## src/rtl/pwm_fade_ctrl.sv

```systemverilog
// pwm_fade_ctrl: drives a PWM instance so its duty cycle ramps from 0 to full,
// holds, ramps back to 0, holds, and repeats while enabled.
//
// Ports
//   i_clk            clock, rising edge
//   i_rst_n          synchronous active-low reset
//   i_enable         1 runs the fade, 0 returns to IDLE at once
//   i_cfg_valid      qualifies i_top/i_step/i_hold (accepted in IDLE only)
//   i_top            PWM period minus one
//   i_step           compare change per PWM cycle
//   i_hold           extra PWM cycles spent at each extreme
//   i_cycle_end      end-of-period pulse from the PWM instance
//   o_top            top value to the PWM instance
//   o_top_valid      one-cycle pulse: o_top is new
//   o_compare        compare value to the PWM instance (0 .. top+1)
//   o_compare_valid  one-cycle pulse: o_compare changed
//   o_busy           1 in every state except IDLE
//
// state     | meaning
// IDLE      | stopped, compare 0, configuration writes accepted
// RAMP_UP   | compare += step per PWM cycle, saturating at top+1
// HOLD_HIGH | compare held at top+1 for hold+1 PWM cycles
// RAMP_DOWN | compare -= step per PWM cycle, saturating at 0
// HOLD_LOW  | compare held at 0 for hold+1 PWM cycles

module pwm_fade_ctrl #(
   parameter int RESOLUTION = 8,
   parameter int HOLD_WIDTH = 8
) (
   input  logic                  i_clk,
   input  logic                  i_rst_n,
   input  logic                  i_enable,
   input  logic                  i_cfg_valid,
   input  logic [RESOLUTION-1:0] i_top,
   input  logic [RESOLUTION-1:0] i_step,
   input  logic [HOLD_WIDTH-1:0] i_hold,
   input  logic                  i_cycle_end,
   output logic [RESOLUTION-1:0] o_top,
   output logic                  o_top_valid,
   output logic [RESOLUTION:0]   o_compare,
   output logic                  o_compare_valid,
   output logic                  o_busy
);

   typedef enum logic [2:0] {
      IDLE      = 3'd0,
      RAMP_UP   = 3'd1,
      HOLD_HIGH = 3'd2,
      RAMP_DOWN = 3'd3,
      HOLD_LOW  = 3'd4
   } state_t;

   localparam logic [RESOLUTION:0]   CMP_ONE  = 1;
   localparam logic [RESOLUTION-1:0] STEP_ONE = 1;
   localparam logic [HOLD_WIDTH-1:0] HOLD_ONE = 1;

   state_t                state_q, state_d;
   logic [RESOLUTION-1:0] top_q, top_d;
   logic [RESOLUTION-1:0] step_q, step_d;
   logic [HOLD_WIDTH-1:0] hold_q, hold_d;
   logic [HOLD_WIDTH-1:0] hold_cnt_q, hold_cnt_d;
   logic [RESOLUTION:0]   cmp_q, cmp_d;
   logic                  top_vld_q, top_vld_d;
   logic                  cmp_vld_q, cmp_vld_d;
   // Set while in reset so the first cycle out of reset re-announces
   // both top and compare to the PWM instance.
   logic                  resync_q;

   logic [RESOLUTION:0]   cmp_max;
   logic [RESOLUTION:0]   step_ext;
   logic [RESOLUTION+1:0] sum_up;

   // Extra headroom bit so top+1 plus a large step never wraps.
   assign cmp_max  = {1'b0, top_q} + CMP_ONE;
   assign step_ext = {1'b0, step_q};
   assign sum_up   = {1'b0, cmp_q} + {2'b00, step_q};

   always_comb begin
      state_d    = state_q;
      top_d      = top_q;
      step_d     = step_q;
      hold_d     = hold_q;
      hold_cnt_d = hold_cnt_q;
      cmp_d      = cmp_q;
      top_vld_d  = resync_q;
      cmp_vld_d  = resync_q;

      if (state_q == IDLE) begin
         // A write wins over a start; the start is re-evaluated next cycle
         // against the freshly latched step.
         if (i_cfg_valid) begin
            top_d     = i_top;
            step_d    = i_step;
            hold_d    = i_hold;
            top_vld_d = 1'b1;
         end else if (i_enable && (step_q != '0)) begin
            state_d = RAMP_UP;
         end
      end else if (!i_enable) begin
         state_d   = IDLE;
         cmp_d     = '0;
         cmp_vld_d = 1'b1;
      end else if (i_cycle_end) begin
         unique case (state_q)
            RAMP_UP: begin
               if (sum_up >= {1'b0, cmp_max}) begin
                  cmp_d      = cmp_max;
                  state_d    = HOLD_HIGH;
                  hold_cnt_d = hold_q;
               end else begin
                  cmp_d = sum_up[RESOLUTION:0];
               end
            end
            HOLD_HIGH: begin
               if (hold_cnt_q == '0) state_d = RAMP_DOWN;
               else                  hold_cnt_d = hold_cnt_q - HOLD_ONE;
            end
            RAMP_DOWN: begin
               if (cmp_q <= step_ext) begin
                  cmp_d      = '0;
                  state_d    = HOLD_LOW;
                  hold_cnt_d = hold_q;
               end else begin
                  cmp_d = cmp_q - step_ext;
               end
            end
            HOLD_LOW: begin
               if (hold_cnt_q == '0) state_d = RAMP_UP;
               else                  hold_cnt_d = hold_cnt_q - HOLD_ONE;
            end
            default: state_d = IDLE;
         endcase
         if (cmp_d != cmp_q) cmp_vld_d = 1'b1;
      end
   end

   always_ff @(posedge i_clk) begin
      if (!i_rst_n) begin
         state_q    <= IDLE;
         top_q      <= '1;
         step_q     <= STEP_ONE;
         hold_q     <= '0;
         hold_cnt_q <= '0;
         cmp_q      <= '0;
         top_vld_q  <= 1'b0;
         cmp_vld_q  <= 1'b0;
         resync_q   <= 1'b1;
      end else begin
         state_q    <= state_d;
         top_q      <= top_d;
         step_q     <= step_d;
         hold_q     <= hold_d;
         hold_cnt_q <= hold_cnt_d;
         cmp_q      <= cmp_d;
         top_vld_q  <= top_vld_d;
         cmp_vld_q  <= cmp_vld_d;
         resync_q   <= 1'b0;
      end
   end

   assign o_top           = top_q;
   assign o_top_valid     = top_vld_q;
   assign o_compare       = cmp_q;
   assign o_compare_valid = cmp_vld_q;
   assign o_busy          = (state_q != IDLE);

endmodule
```

## config.mk

```make
export PLATFORM = sky130hd
export DESIGN_NAME = pwm_fade_ctrl
export DESIGN_NICKNAME = d
export VERILOG_FILES = /design/src/rtl/pwm_fade_ctrl.sv
export SDC_FILE = /design/constraint.sdc
export NUM_CORES = 1
export LEC_CHECK = 0
export CAP_MARGIN = 40
export CORE_ASPECT_RATIO = 1.1
export CORE_MARGIN = 2
export CORE_UTILIZATION = 55
export CTS_BUF_LIST = sky130_fd_sc_hd__clkbuf_8
export DETAILED_ROUTE_END_ITERATION = 16
export GPL_TIMING_DRIVEN = 0
export MAX_ROUTING_LAYER = met4
export PLACE_DENSITY_LB_ADDON = 0.2
export SLEW_MARGIN = 20
export SYNTH_ARGS = -nofsm -noshare
export SYNTH_HDL_FRONTEND = slang
export SYNTH_SLANG_ARGS = --single-unit
```

## constraint.sdc

```tcl
create_clock -name i_clk -period 7.4 [get_ports i_clk]
set_input_delay 1.48 -clock i_clk [delete_from_list [all_inputs] [get_ports i_clk]]
set_output_delay 1.48 -clock i_clk [all_outputs]
set_load 0.02 [all_outputs]
```

# After elaboration in Yosys (flattened, before gate mapping)
# Index checks and enable logic that the tools add are counted.
# Widths: inputs -> output; s select.
[word_totals] reg_bits=47 latch_bits=0 ram_bits=0 rom_bits=0 out_inout_bits=20 mem_count=0
[classes] addsub=4 mul=0 div=0 order_cmp=2 eq_ne=16 n_shift=0 n_mux=29 bitwise=1 n_reduce_logical=11
[ops] cell="$mux 9" n=7
[ops] cell="$mux 3" n=9
[ops] cell="$mux 8" n=3
[ops] cell="$pmux 8 s3" n=1
[ops] cell="$pmux 9 s2" n=1
[ops] cell="$ne 4x4->1 const B" n=4
[ops] cell="$reduce_and 7->1" n=2
[ops] cell="$pmux 3 s4" n=1
[ops] cell="$add 9x8->10" n=1
[ops] cell="$ge 10x9->1" n=1
[ops] cell="$add 8x1->9 const B" n=1
[ops] cell="$le 9x8->1" n=1
[ops] cell="$ne 9x9->1" n=1
[ops] cell="$sub 9x8->9" n=1
[ops] cell="$logic_not 8->1" n=1
[ops] cell="$ne 2x2->1 const B" n=4
[ops] cell="$reduce_bool 8->1" n=1
[ops] cell="$sub 8x1->8 const B" n=1
[ops] cell="$mux 1" n=7
[ops] cell="$eq 3x2->1 const B" n=2
[ops] cell="$reduce_bool 3->1" n=2
[ops] cell="$ne 2x1->1 const B" n=2
[ops] cell="$reduce_and 2->1" n=2
[ops] cell="$eq 3x1->1 const B" n=1
[ops] cell="6 further kinds" n=6

# Longest topological paths before layout
# Gate-level depths: netlist of the first run.
[depth] ltp_word=12 mapped_depth=20 ltp_nobuf=18

# Worst setup path after synthesis of the first run
# Ideal clock, no wire load.
[synth_path] path_kind="register -> register" startpoint="reg cmp_q[5], in the netlist o_compare[5]" endpoint="reg cmp_vld_q, in the netlist o_compare_valid" arrival_time_ps=4111 required_ps=7259 slack_ps=3148 stages_incl_launch_ff=19 path_buffers=2 period_less_slack_ps=4252 cell_sequence="dfxtp_1 ha_1 clkbuf_1 nor2_1 a221oi_1 a2bb2oi_1 xnor2_1 inv_1 ha_1 nand4_1 a21oi_1 a2111oi_4 and3_1 buf_6 nor3_1 a311o_1 mux2_4 a2111oi_4 a41oi_1"
[synth_between] elab_chain_len=12 elab_cells_between_ends=15 classes_between="2 x add/sub; 2 x order compare; 1 x eq/ne; 10 x mux"
[synth_rtl] item="start, declared" line="62" text="logic [RESOLUTION:0] cmp_q, cmp_d;"
[synth_rtl] item="start signal, assigned" line="154" text="cmp_q <= cmp_d;"
[synth_rtl] item="$add 9x8->10" line="76" text="assign sum_up = {1'b0, cmp_q} + {2'b00, step_q};"
[synth_rtl] item="$ge 10x9->1" line="106" text="if (sum_up >= {1'b0, cmp_max}) begin"
[synth_rtl] item="$mux 9" line="106"
[synth_rtl] item="$pmux 9 s2" line="104" text="unique case (state_q)"
[synth_rtl] item="$mux 9" line="103" text="end else if (i_cycle_end) begin"
[synth_rtl] item="$mux 9" line="99" text="end else if (!i_enable) begin"
[synth_rtl] item="$mux 9" line="88" text="if (state_q == IDLE) begin"
[synth_rtl] item="$ne 9x9->1 *" line="133" text="if (cmp_d != cmp_q) cmp_vld_d = 1'b1;"
[synth_rtl] item="$mux 1 *" line="133"
[synth_rtl] item="$mux 1 *" line="103"
[synth_rtl] item="$mux 1 *" line="99"
[synth_rtl] item="$mux 1 *" line="88"
[synth_rtl] item="end signal, assigned" line="156" text="cmp_vld_q <= cmp_vld_d;"
[synth_rtl] item="end, declared" line="64" text="logic cmp_vld_q, cmp_vld_d;"
# Mark *: on every way between the ends. The rest lies on a longest branch, timed or not. The select of a mux whose other input is x is not followed.
# A chain may end at the register's enable or synchronous reset.

# Worst setup path after layout of the first run
# Ends and elaborated chain as after synthesis.

==> results of run 1 <==
==> routing by layer <==
metal  global-route usage  up-vias  routed length (um)
met4                0.119        0                 323
li1                     -     1899                   -
met3               0.0410       28                 615
met5                    -        -                   0
met1                0.400     1754                4740
met2                0.493      146                5140
==> Yosys cell counts, drive strengths merged (4+ instances only) <==
cell type	instances
a21oi	56
a211o	4
nand2	71
a211oi	4
clkbuf	22
and3	5
a21o	8
o21a	5
nand4	4
o21bai	4
buf	8
a41oi	4
mux2i	5
nand2b	12
nor2b	11
xor2	11
nor4	5
a22oi	4
nor2	46
a31oi	8
xnor2	8
nor3	12
dfxtp	47
inv	31
o21ai	22
ha	28
nand3	19
==> worst min path at each step <==
stage	cells past startpoint	endpoint	startpoint	slack (ps)
floorplan	2	hold_q[4]	hold_q[4]	440
global placement	2	hold_q[3]	hold_q[3]	450
detailed placement	2	hold_q[1]	hold_q[1]	450
CTS	2	hold_q[1]	hold_q[1]	460
global route	2	hold_q[3]	hold_q[3]	490
finish	2	hold_q[1]	hold_q[1]	460
==> registers in the layout, indices dropped and copies added, names as in the netlist <==
| signal | count |
|---|---|
| hold_cnt_q | 8 |
| hold_q | 8 |
| o_compare | 9 |
| o_compare_valid | 1 |
| o_top | 8 |
| o_top_valid | 1 |
| resync_q | 1 |
| state_q | 3 |
| step_q | 8 |
==> kinds of logic after synthesis <==
kind of cell / Yosys count / share of synthesized area
adders and majority gates: 30 / 0.105
DFF: 47 / 0.253
and+or+nand+nor: 197 / 0.244
xor gates and xnor gates: 19 / 0.0447
muxes: 8 / 0.0235
buffers and inverters: 61 / 0.0666
AOI/OAI and AO/OA: 146 / 0.263
==> worst max-delay path, stage by stage (launching register included) <==
cell,delay [ps]
dfxtp_1,440
ha_1,440
clkbuf_1,380
nor2_1,90
a221oi_1,430
a2bb2oi_1,140
xnor2_1,220
inv_1,70
ha_1,360
nand4_1,100
a21oi_1,80
a2111oi_4,370
and3_1,250
buf_6,160
clkbuf_1,330
a31oi_1,200
nand3_1,170
o2111ai_1,120
nor4_1,250
a41oi_1,170
==> stage by stage <==
step | area, sq um | util | setup slack, ps | instances
global placement | 4290 | 0.655 | 2480 | 637
finish | 4380 | 0.668 | 2500 | 645
CTS | 4380 | 0.668 | 2390 | 644
global route | 4380 | 0.668 | 2130 | 645
detailed placement | 4290 | 0.655 | 2400 | 637
floorplan | 3720 | - | 3150 | 508
==> layout make-up <==
type,count,area (sq um),share of cell area
clock inverter,2,13.8,0.00314
inverter,31,116,0.0266
buffer,30,131,0.0300
clock buffer,5,68.8,0.0157
sequential,47,941,0.215
timing repair buffer,48,475,0.109
multi-input combinational,400,2530,0.578
tap,82,103,0.0234
==> power breakdown <==
group / switching (mW) / internal (mW) / leakage, nW / total, mW
combinational: 0.111 / 0.0822 / 1.36 / 0.193
sequential: 0.0133 / 0.264 / 0.385 / 0.277
clock: 0.0849 / 0.0647 / 0.0440 / 0.150
==> impl_metrics.env, run 1 <==
export IMPL_p_per_area_mw_per_mm2=142
export IMPL_min_period_ps=4900
export IMPL_antenna_left=0
export IMPL_drt_iter0_markers=340
export IMPL_tns_ps=0
export IMPL_endpoint_kind="flop"
export IMPL_numPortBuffers=47
export IMPL_synth_cell_types=60
export IMPL_grt_util_all_layers=0.312
export IMPL_fin_skew_ps=12.6
export IMPL_timing_final_setup_violations=0
export IMPL_drc_errors=0
export IMPL_root_buffer="clkbuf_8"
export IMPL_netlist_area_sq_mm=0.00372
export IMPL_clk_pin_slew_ps=90
export IMPL_ys_seq_elements=47
export IMPL_syn_inst=508
export IMPL_yosysSeqAreaShare=0.253
export IMPL_crit_fanout=10
export IMPL_n_fill_cell=595
export IMPL_wl_per_cell_um=16.8
export IMPL_max_vdd_ir_drop_uv=143
export IMPL_synth_ff_type="dfxtp_1"
export IMPL_grt_pass1_vias=3624
export IMPL_vias=3827
export IMPL_htree_levels=2
export IMPL_rsz0062_at_grt="false"
export IMPL_final_nets=622
export IMPL_antenna_cells=0
export IMPL_regToRegSetupSlack_ps=2500
export IMPL_avgSynthCellArea_sq_um=7.32
export IMPL_cts_buffers=5
export IMPL_die_x_um=82.4
export IMPL_start_util=0.568
export IMPL_critPathKind="flop to flop"
export IMPL_wl_mm=10.8
export IMPL_rr_endpoint="o_compare_valid"
export IMPL_cts_tree="built"
export IMPL_critPathArrivalTime_ps=5070
export IMPL_clock_path_buffers=2
export IMPL_async_flop_share=0
export IMPL_dp_hpwl_mm=8.55
export IMPL_reg2regPathDepth=19
export IMPL_antenna_found_initial=0
export IMPL_insertion_delay_ps=300
export IMPL_core_sq_mm=0.00656
export IMPL_place_congestion=0.963
export IMPL_hold_path_class="flop to flop"
export IMPL_critPathLaunchType="flop"
export IMPL_fin_hold_ws_ps=464
export IMPL_slew_violations=0
export IMPL_timing_rr_start="o_compare[5]"
export IMPL_yosys_warnings=0
export IMPL_grt_pass1_wl_mm=17.6
export IMPL_io_pins=49
export IMPL_placementRows=31
export IMPL_cap_violations=0
export IMPL_startpoint="o_compare[5]"
export IMPL_drt_first_pass_iters=5
export IMPL_yosysTopAreaCell="dfxtp_1"
export IMPL_ctsHoldBuffers=0
export IMPL_achievable_frequency_ghz=0.204
export IMPL_synth_edff_count=0
export IMPL_cts_sinks=47
export IMPL_die_area_sq_mm=0.00744
export IMPL_slew_headroom=0.528
export IMPL_synthesis_nets=567
export IMPL_worst_pin_slew_ps=709
export IMPL_area_growth_syn_to_layout_pct=17.8
export IMPL_critPathRequiredTime_ps=7570
export IMPL_synth_top_cell_area_share=0.253
export IMPL_die_h_um=90.3
export IMPL_cts_resized=0
export IMPL_post_cts_setup_buffer_count=0
export IMPL_grt_max_degree=15
export IMPL_outcome="finished clean"
export IMPL_power_total_uw=621
export IMPL_layout_commonest_cell="nand2_1"
export IMPL_crit_path_end="o_compare_valid"
export IMPL_most_common_layout_cells="71 x nand2_1, 56 x a21oi_1, 47 x dfxtp_1, 47 x clkdlybuf4s50_1, 46 x nor2_1"
export IMPL_drive_gt1_frac=0.0497
export IMPL_finalHoldViolations=0
export IMPL_drt_vias_per_instance=5.93
export IMPL_cellLeakagePower_nw=1.79
export IMPL_yosys_top_cells_area="dfxtp_1 25%, ha_1 9.4%, a21oi_1 7.5%"
export IMPL_grt_overflow=0
export IMPL_post_route_period_util=0.663
(Power assumes the default switching activity.)
==> inputs of run 2 (changes only) <==
- clock period: 7.4 -> 4.9 ns (I/O delays scaled with it)
==> run 2 against run 1 <==
Net effect: total power rose by 51%; count of clock-buffer cells in the layout did not move; worst hold slack barely moved; routed wire length rose by 0.69%; sequential cell count did not move; clock skew fell by 0.68 ps; via count rose by 1.6%; sequential power rose by 51%; first-iteration DRC count rose by 21%; largest cell class unchanged; cell count fell by 0.16%.
==> impl_metrics.env, run 2 (synthesis results as in run 1) <==
export IMPL_n_fill_cell=597
export IMPL_slew_violations=0
export IMPL_htree_levels=2
export IMPL_setup_ws_ps=179
export IMPL_numPortBuffers=47
export IMPL_outcome="finished clean"
export IMPL_max_vdd_ir_drop_uv=214
export IMPL_die_area_sq_mm=0.00744
export IMPL_finalHoldViolations=0
export IMPL_largest_reg_flops=9
export IMPL_grt_pass1_vias=3624
export IMPL_fin_skew_ps=11.9
export IMPL_antenna_left=0
export IMPL_worst_pin_slew_ps=750
export IMPL_cts_sinks=47
export IMPL_slew_headroom=0.500
export IMPL_rsz0062_at_grt="false"
export IMPL_most_common_layout_cells="71 x nand2_1, 56 x a21oi_1, 47 x clkdlybuf4s50_1, 46 x nor2_1, 46 x dfxtp_1"
export IMPL_place_congestion=0.963
export IMPL_vias=3890
export IMPL_wl_per_cell_um=16.9
export IMPL_root_buffer="clkbuf_8"
export IMPL_crit_fanout=10
export IMPL_post_route_period_util=0.963
export IMPL_min_period_ps=4720
export IMPL_antenna_found_initial=0
export IMPL_cts_buffers=5
export IMPL_cap_violations=0
export IMPL_cellLeakagePower_nw=1.80
export IMPL_fin_area_sq_mm=0.00439
export IMPL_grt_util_all_layers=0.312
export IMPL_io_pins=49
export IMPL_critical_path_buf_inv_count=3
export IMPL_drt_first_pass_iters=5
export IMPL_timing_final_setup_violations=0
export IMPL_final_nets=621
export IMPL_insertion_delay_ps=300
export IMPL_hold_path_class="flop to flop"
export IMPL_drt_iter0_markers=412
export IMPL_area_growth_syn_to_layout_pct=18.0
export IMPL_clock_path_buffers=2
export IMPL_cts_tree="built"
export IMPL_grt_pass1_wl_mm=17.6
export IMPL_critPathLaunchType="flop"
export IMPL_grt_max_degree=15
export IMPL_achievable_frequency_ghz=0.212
export IMPL_dp_hpwl_mm=8.55
export IMPL_placementRows=31
export IMPL_die_x_um=82.4
export IMPL_clk_pin_slew_ps=90
export IMPL_critPathArrivalTime_ps=4890
export IMPL_grt_overflow=0
export IMPL_dpl_instance_area_sq_mm=0.00429
export IMPL_post_place_ws_ps=-95.0
export IMPL_crit_slowest_cell="dfxtp_1"
export IMPL_endpoint_kind="flop"
export IMPL_ctsHoldBuffers=0
export IMPL_critPathRequiredTime_ps=5070
export IMPL_die_h_um=90.3
export IMPL_antenna_cells=0
export IMPL_layout_commonest_cell="nand2_1"
export IMPL_core_sq_mm=0.00656
export IMPL_drive_gt1_frac=0.0569
export IMPL_start_util=0.568
export IMPL_cp_top_family="compound AO/OA/AOI/OAI gates"
export IMPL_drt_vias_per_instance=6.04
export IMPL_drc_errors=0
export IMPL_p_per_area_mw_per_mm2=213
export IMPL_critPathKind="flop to flop"
export IMPL_path_cells="inv_1 > ha_1 > inv_2 > a211o_1 > o21a_1 > a211oi_1 > xor2_1 > ha_1 > a21o_1 > a2111oi_4 > and3_1 > buf_6 > nor3_1 > a311o_1 > mux2_4 > a2111oi_4 > a41oi_1"
export IMPL_critPathMaxStageDelay_ps=430
export IMPL_wl_mm=10.9
[run 2: cell count changes in the layout (fill, tap and decap cells not counted), sizes merged]
cell    previous run  this run
clkbuf            28        27
[run 2: per-layer routing]
metal  vias to the layer above  global-route usage  share of wire
li1                       1898                   -              -
met1                      1780               0.400           0.43
met2                       172               0.493           0.47
met3                        40              0.0410          0.059
met4                         0               0.119          0.038
met5                         -                   -              0
[run 2: path summary, 6_finish.rpt]
| kind | start | end | slack (ps) | cells past startpoint |
|---|---|---|---|---|
| setup / recovery | step_q[3] | o_compare_valid | 180 | 17 |
| hold / removal | hold_q[1] | hold_q[1] | 460 | 2 |
| hold reg to reg | hold_q[1] | hold_q[1] | 460 | 2 |
| setup reg to reg | step_q[3] | o_compare_valid | 180 | 17 |
[run 2: cell type report]
class,instances,area (sq um),area share
multi-input combinational,400,2540,0.579
sequential,47,942,0.215
timing repair buffer,47,470,0.107
buffer,30,134,0.0305
inverter,31,116,0.0265
tap,82,103,0.0234
clock buffer,5,68.8,0.0157
clock inverter,2,13.8,0.00313
[run 2: through the flow]
stage / power [mW] / hold WS (ps) / TNS [ps] / instances / util
after floorplan: 0.616 / 437 / 0 / 508 / -
after global placement: 0.710 / 450 / -16.6 / 637 / 0.655
after detailed placement: 0.715 / 449 / -95.0 / 637 / 0.655
after CTS: 0.940 / 463 / 0 / 644 / 0.668
after global routing: 0.989 / 492 / 0 / 644 / 0.670
final: 0.937 / 464 / 0 / 644 / 0.670
[run 2: what timing repair did]
item,CTS,global route
pin swaps,0,0
setup buffers,0,0
setup endpoints to repair,1,9
cloned,0,0
resized for setup,1,7
[run 2: worst min-delay path: cells and delay by family, from the launching register on]
| kind | cells | cell delay (ps) |
|---|---|---|
| DFF | 1 | 320 |
| and+or+nand+nor | 1 | 50 |
| AOI/OAI and AO/OA | 1 | 50 |
[run 2: power breakdown]
part | leakage (nW) | switching (mW) | total (mW) | internal (mW)
combinational | 1.37 | 0.169 | 0.293 | 0.125
clock | 0.0440 | 0.127 | 0.225 | 0.0977
sequential | 0.385 | 0.0199 | 0.419 | 0.399
==> RTL change 1 (settings of run 2) <==
Encoding of `state_t`: now one-hot (5 bits for 5 states).
--- a/src/rtl/pwm_fade_ctrl.sv
+++ b/src/rtl/pwm_fade_ctrl.sv
@@ -44,8 +44,8 @@
 
-   typedef enum logic [2:0] {
-      IDLE      = 3'd0,
-      RAMP_UP   = 3'd1,
-      HOLD_HIGH = 3'd2,
-      RAMP_DOWN = 3'd3,
-      HOLD_LOW  = 3'd4
+   typedef enum logic [4:0] {
+      IDLE      = 5'b00001,
+      RAMP_UP   = 5'b00010,
+      HOLD_HIGH = 5'b00100,
+      RAMP_DOWN = 5'b01000,
+      HOLD_LOW  = 5'b10000
    } state_t;
Check against the original RTL: no difference found for any inputs over 4 cycles, from zero or initial values and one cycle with i_rst_n low; so few cycles prove little.
==> RTL change 1 against run 2 <==
Die area is 1.5% higher; fmax increased by 1.2%; critical path depth unchanged; clock skew increased by 0.0080 ns; synthesized cell count fell by 4.1%; wire length shrank 8.1%; setup slack gained 0.055 ns; final area is 2.7% higher; synthesized area is 1.6% higher; sequential cell count increased by 2; count of clock-buffer cells in the layout unchanged.
Power is not compared: it rests on default switching activity, and its combinational part moved more than twofold at a synthesized area within 25%.
==> RTL change 1: results (changes against run 2) <==
metal3 WL=474 um (-27%); layout cells sized above 1=8.44% (+2.7 points); CP max stage delay=0.51 ns (+0.08 ns); ClkCell Share=2.50% (+0.62 points); Worst Hold End=hold_cnt_q[0]; Worst path slowest cell=a211oi_1; met1 usage=34.0% (-6.0 points); post-cts sizing count=0 (-1); fillcell total=572 (-4.2%); Initial DRC Count=236 (-43%); vias per cell=5.98 (-1.1%); multi-input gates=381 (-4.8%); largest net degree at the start of global routing=17 (+2); Signal inverters=28 (-9.7%); worst skew pair latency=0.32 ns (+0.02 ns); GPL Wtd Cong=0.998 (+3.6%); FF/Latch Area=982 sq um (+4.2%); status=finished, final reports clean; top post-synthesis cells by area=dfxtp_1 (26%), ha_1 (9.3%), nand2_1 (6.9%); multi-input logic area=2570 sq um (+0.93%); met2 Use GR=44.9% (-4.4 points); worst clock skew=0.0199 ns (+0.00797 ns); fin nets=603 (-2.9%); Post-DP HPWL=7710 um (-9.9%); worst-path maximum fanout=8 (-2); Distinct cells, synth=71 (+18%); R2R Setup Slk=0.23 ns (+0.05 ns); Global Route met3 Usage=3.55% (-0.55 points); Post-Route WL=10000 um (-8.1%); Post-Syn Nets=546 (-3.7%); clk slew on worst S/H paths=0.11 ns (+0.02 ns); hold path start=hold_q[0]; length of routed met2 wiring=4830 um (-5.7%); Worst EP arrival=4.87 ns (-0.02 ns); first-pass GRT wire length=16500 um (-6.3%); most frequent cells after synthesis=nand2_1 (69), dfxtp_1 (49), a21oi_1 (44), nor2_1 (39), ha_1 (28)
[RTL change 1: cell families (layout without fill, tap and decap cells)]
| kind of cell | Yosys count | count (layout) | share of synthesized area [%] |
|---|---|---|---|
| fa+ha+maj | 30 | 30 | 10.3 |
| xor+xnor | 24 | 24 | 5.56 |
| buf+inv | 57 | 115 | 6.72 |
| simple gates | 186 | 186 | 24.0 |
| mux | 5 | 5 | 1.32 |
| flops | 49 | 49 | 26.0 |
| compound gates | 136 | 136 | 26.1 |
[RTL change 1: stage by stage]
stage	power [W]	cells	worst slack (ns)	cell area [sq um]	hold WS, ns
final	0.00198	627	0.234	4510	0.456
after global routing	0.00213	627	-0.0195	4510	0.484
after CTS	0.00195	624	0.232	4470	0.462
after detailed placement	0.00165	616	0.260	4350	0.455
after global placement	0.00162	616	0.283	4350	0.449
after floorplan	0.00135	487	0.738	3780	0.433
==> RTL change 2 (settings of run 2) <==
Without the edit above. `HOLD_WIDTH`: 8 -> 10.
--- a/src/rtl/pwm_fade_ctrl.sv
+++ b/src/rtl/pwm_fade_ctrl.sv
@@ -27,3 +27,3 @@
    parameter int RESOLUTION = 8,
-   parameter int HOLD_WIDTH = 8
+   parameter int HOLD_WIDTH = 10
 ) (
Interface: changed (resized i_hold); port bits go from 49 to 51. The function was not compared with the original's and may differ.
==> RTL change 2 against run 2 <==
Final area grew 2.9%; sequential cell count grew 4; largest cell class unchanged; synthesized area grew 3.2%; non-clock buffer count is the same; wire length shrank 5.8%; combinational power grew 86%; total power grew 36%; setup slack gained 0.26 ns.
==> RTL change 2: results (changes against run 2) <==
GPL Wtd Cong=0.942 (-2.2%); final non-filler cell total=647 (+0.47%); Post-DP HPWL=8000 um (-6.4%); first-pass GRT wire length=17300 um (-2.0%); hold path start=hold_q[5]; Compound-Gate Fraction of Synth Area=24.0% (-2.3 points); most frequent cells after synthesis=nand2_1 (73), a21oi_1 (58), nor2_1 (54), dfxtp_1 (51), inv_1 (28); worst clock skew=0.0163 ns (+0.00439 ns); Distinct cells, synth=73 (+22%); fraction of the mapped netlist area in adder cells=9.84% (-0.65 points); Max IR drop VDD=0.197 mV (-7.6%); Leak Pwr=1.80 nW (about the same); Worst EP arrival=4.65 ns (-0.24 ns); post-cts sizing count=0 (-1); buffers and inverters on the worst path=2 (-1); Hold WS=0.463 ns (-0.000527 ns); largest net degree at the start of global routing=16 (+1); Initial DRC Count=335 (-19%); Slew headroom=51.9% (+1.9 points); status=finished, final reports clean; FF-to-FF Start=step_q[6]; Worst Hold End=hold_q[5]; top post-synthesis cells by area=dfxtp_1 (27%), ha_1 (8.8%), a21oi_1 (7.6%); port buffer count=49 (+4.3%); post-DR wirelength/cell=15.9 um (-6.3%); DR vias=3807 (-2.1%); worst flop-to-flop path endpoint=o_compare_valid; Post-Syn Nets=568 (+0.18%); sequential share of the synthesized area=26.6% (+1.3 points); vias in the first global route=3694 (+1.9%); CP max stage delay=0.45 ns (+0.02 ns); Syn Area/Cell=7.56 sq um (+3.2%); CP Class=reg2reg; worst-path maximum fanout=8 (-2); cells on worst reg2reg path=18 (+1); Post-DP Area=4430 sq um (+3.3%); fin nets=624 (+0.48%); Post-Synth XOR/XNOR Area=4.33% (-0.14 points)
## RTL change 2: cell types whose count changed in the layout (fill, tap and decap cells not counted), sizes merged, moves of 4 or more
cell,change
nor2,+8
nor2b,-8
clkbuf,-5
dfxtp,+4
nand2b,-4
nand3,-4
o21a,-4
## RTL change 2: routing by layer
metal	share of wire (%)	wire, um	global-route usage, %
met5	0	0	-
met4	1.7	175	8.74
met3	5.1	521	2.97
met2	48	4910	47.2
met1	45	4650	36.0
## RTL change 2: report_power, final
part           switching (W)  total (W)  internal [W]
Sequential         0.0000411   0.000488      0.000447
Combinational       0.000311   0.000544      0.000233
Clock               0.000142   0.000240     0.0000982
Total               0.000494    0.00127      0.000778
## RTL change 2: cell type report
class	count	area, sq um
Clock buffer	5	68.8
Sequential cell	51	1020
Timing Repair Buffer	49	490
Tap cell	82	103
Multi-Input combinational cell	400	2550
Fill cell	600	2150
Inverter	29	109
Buffer	28	156
Clock inverter	3	16.3
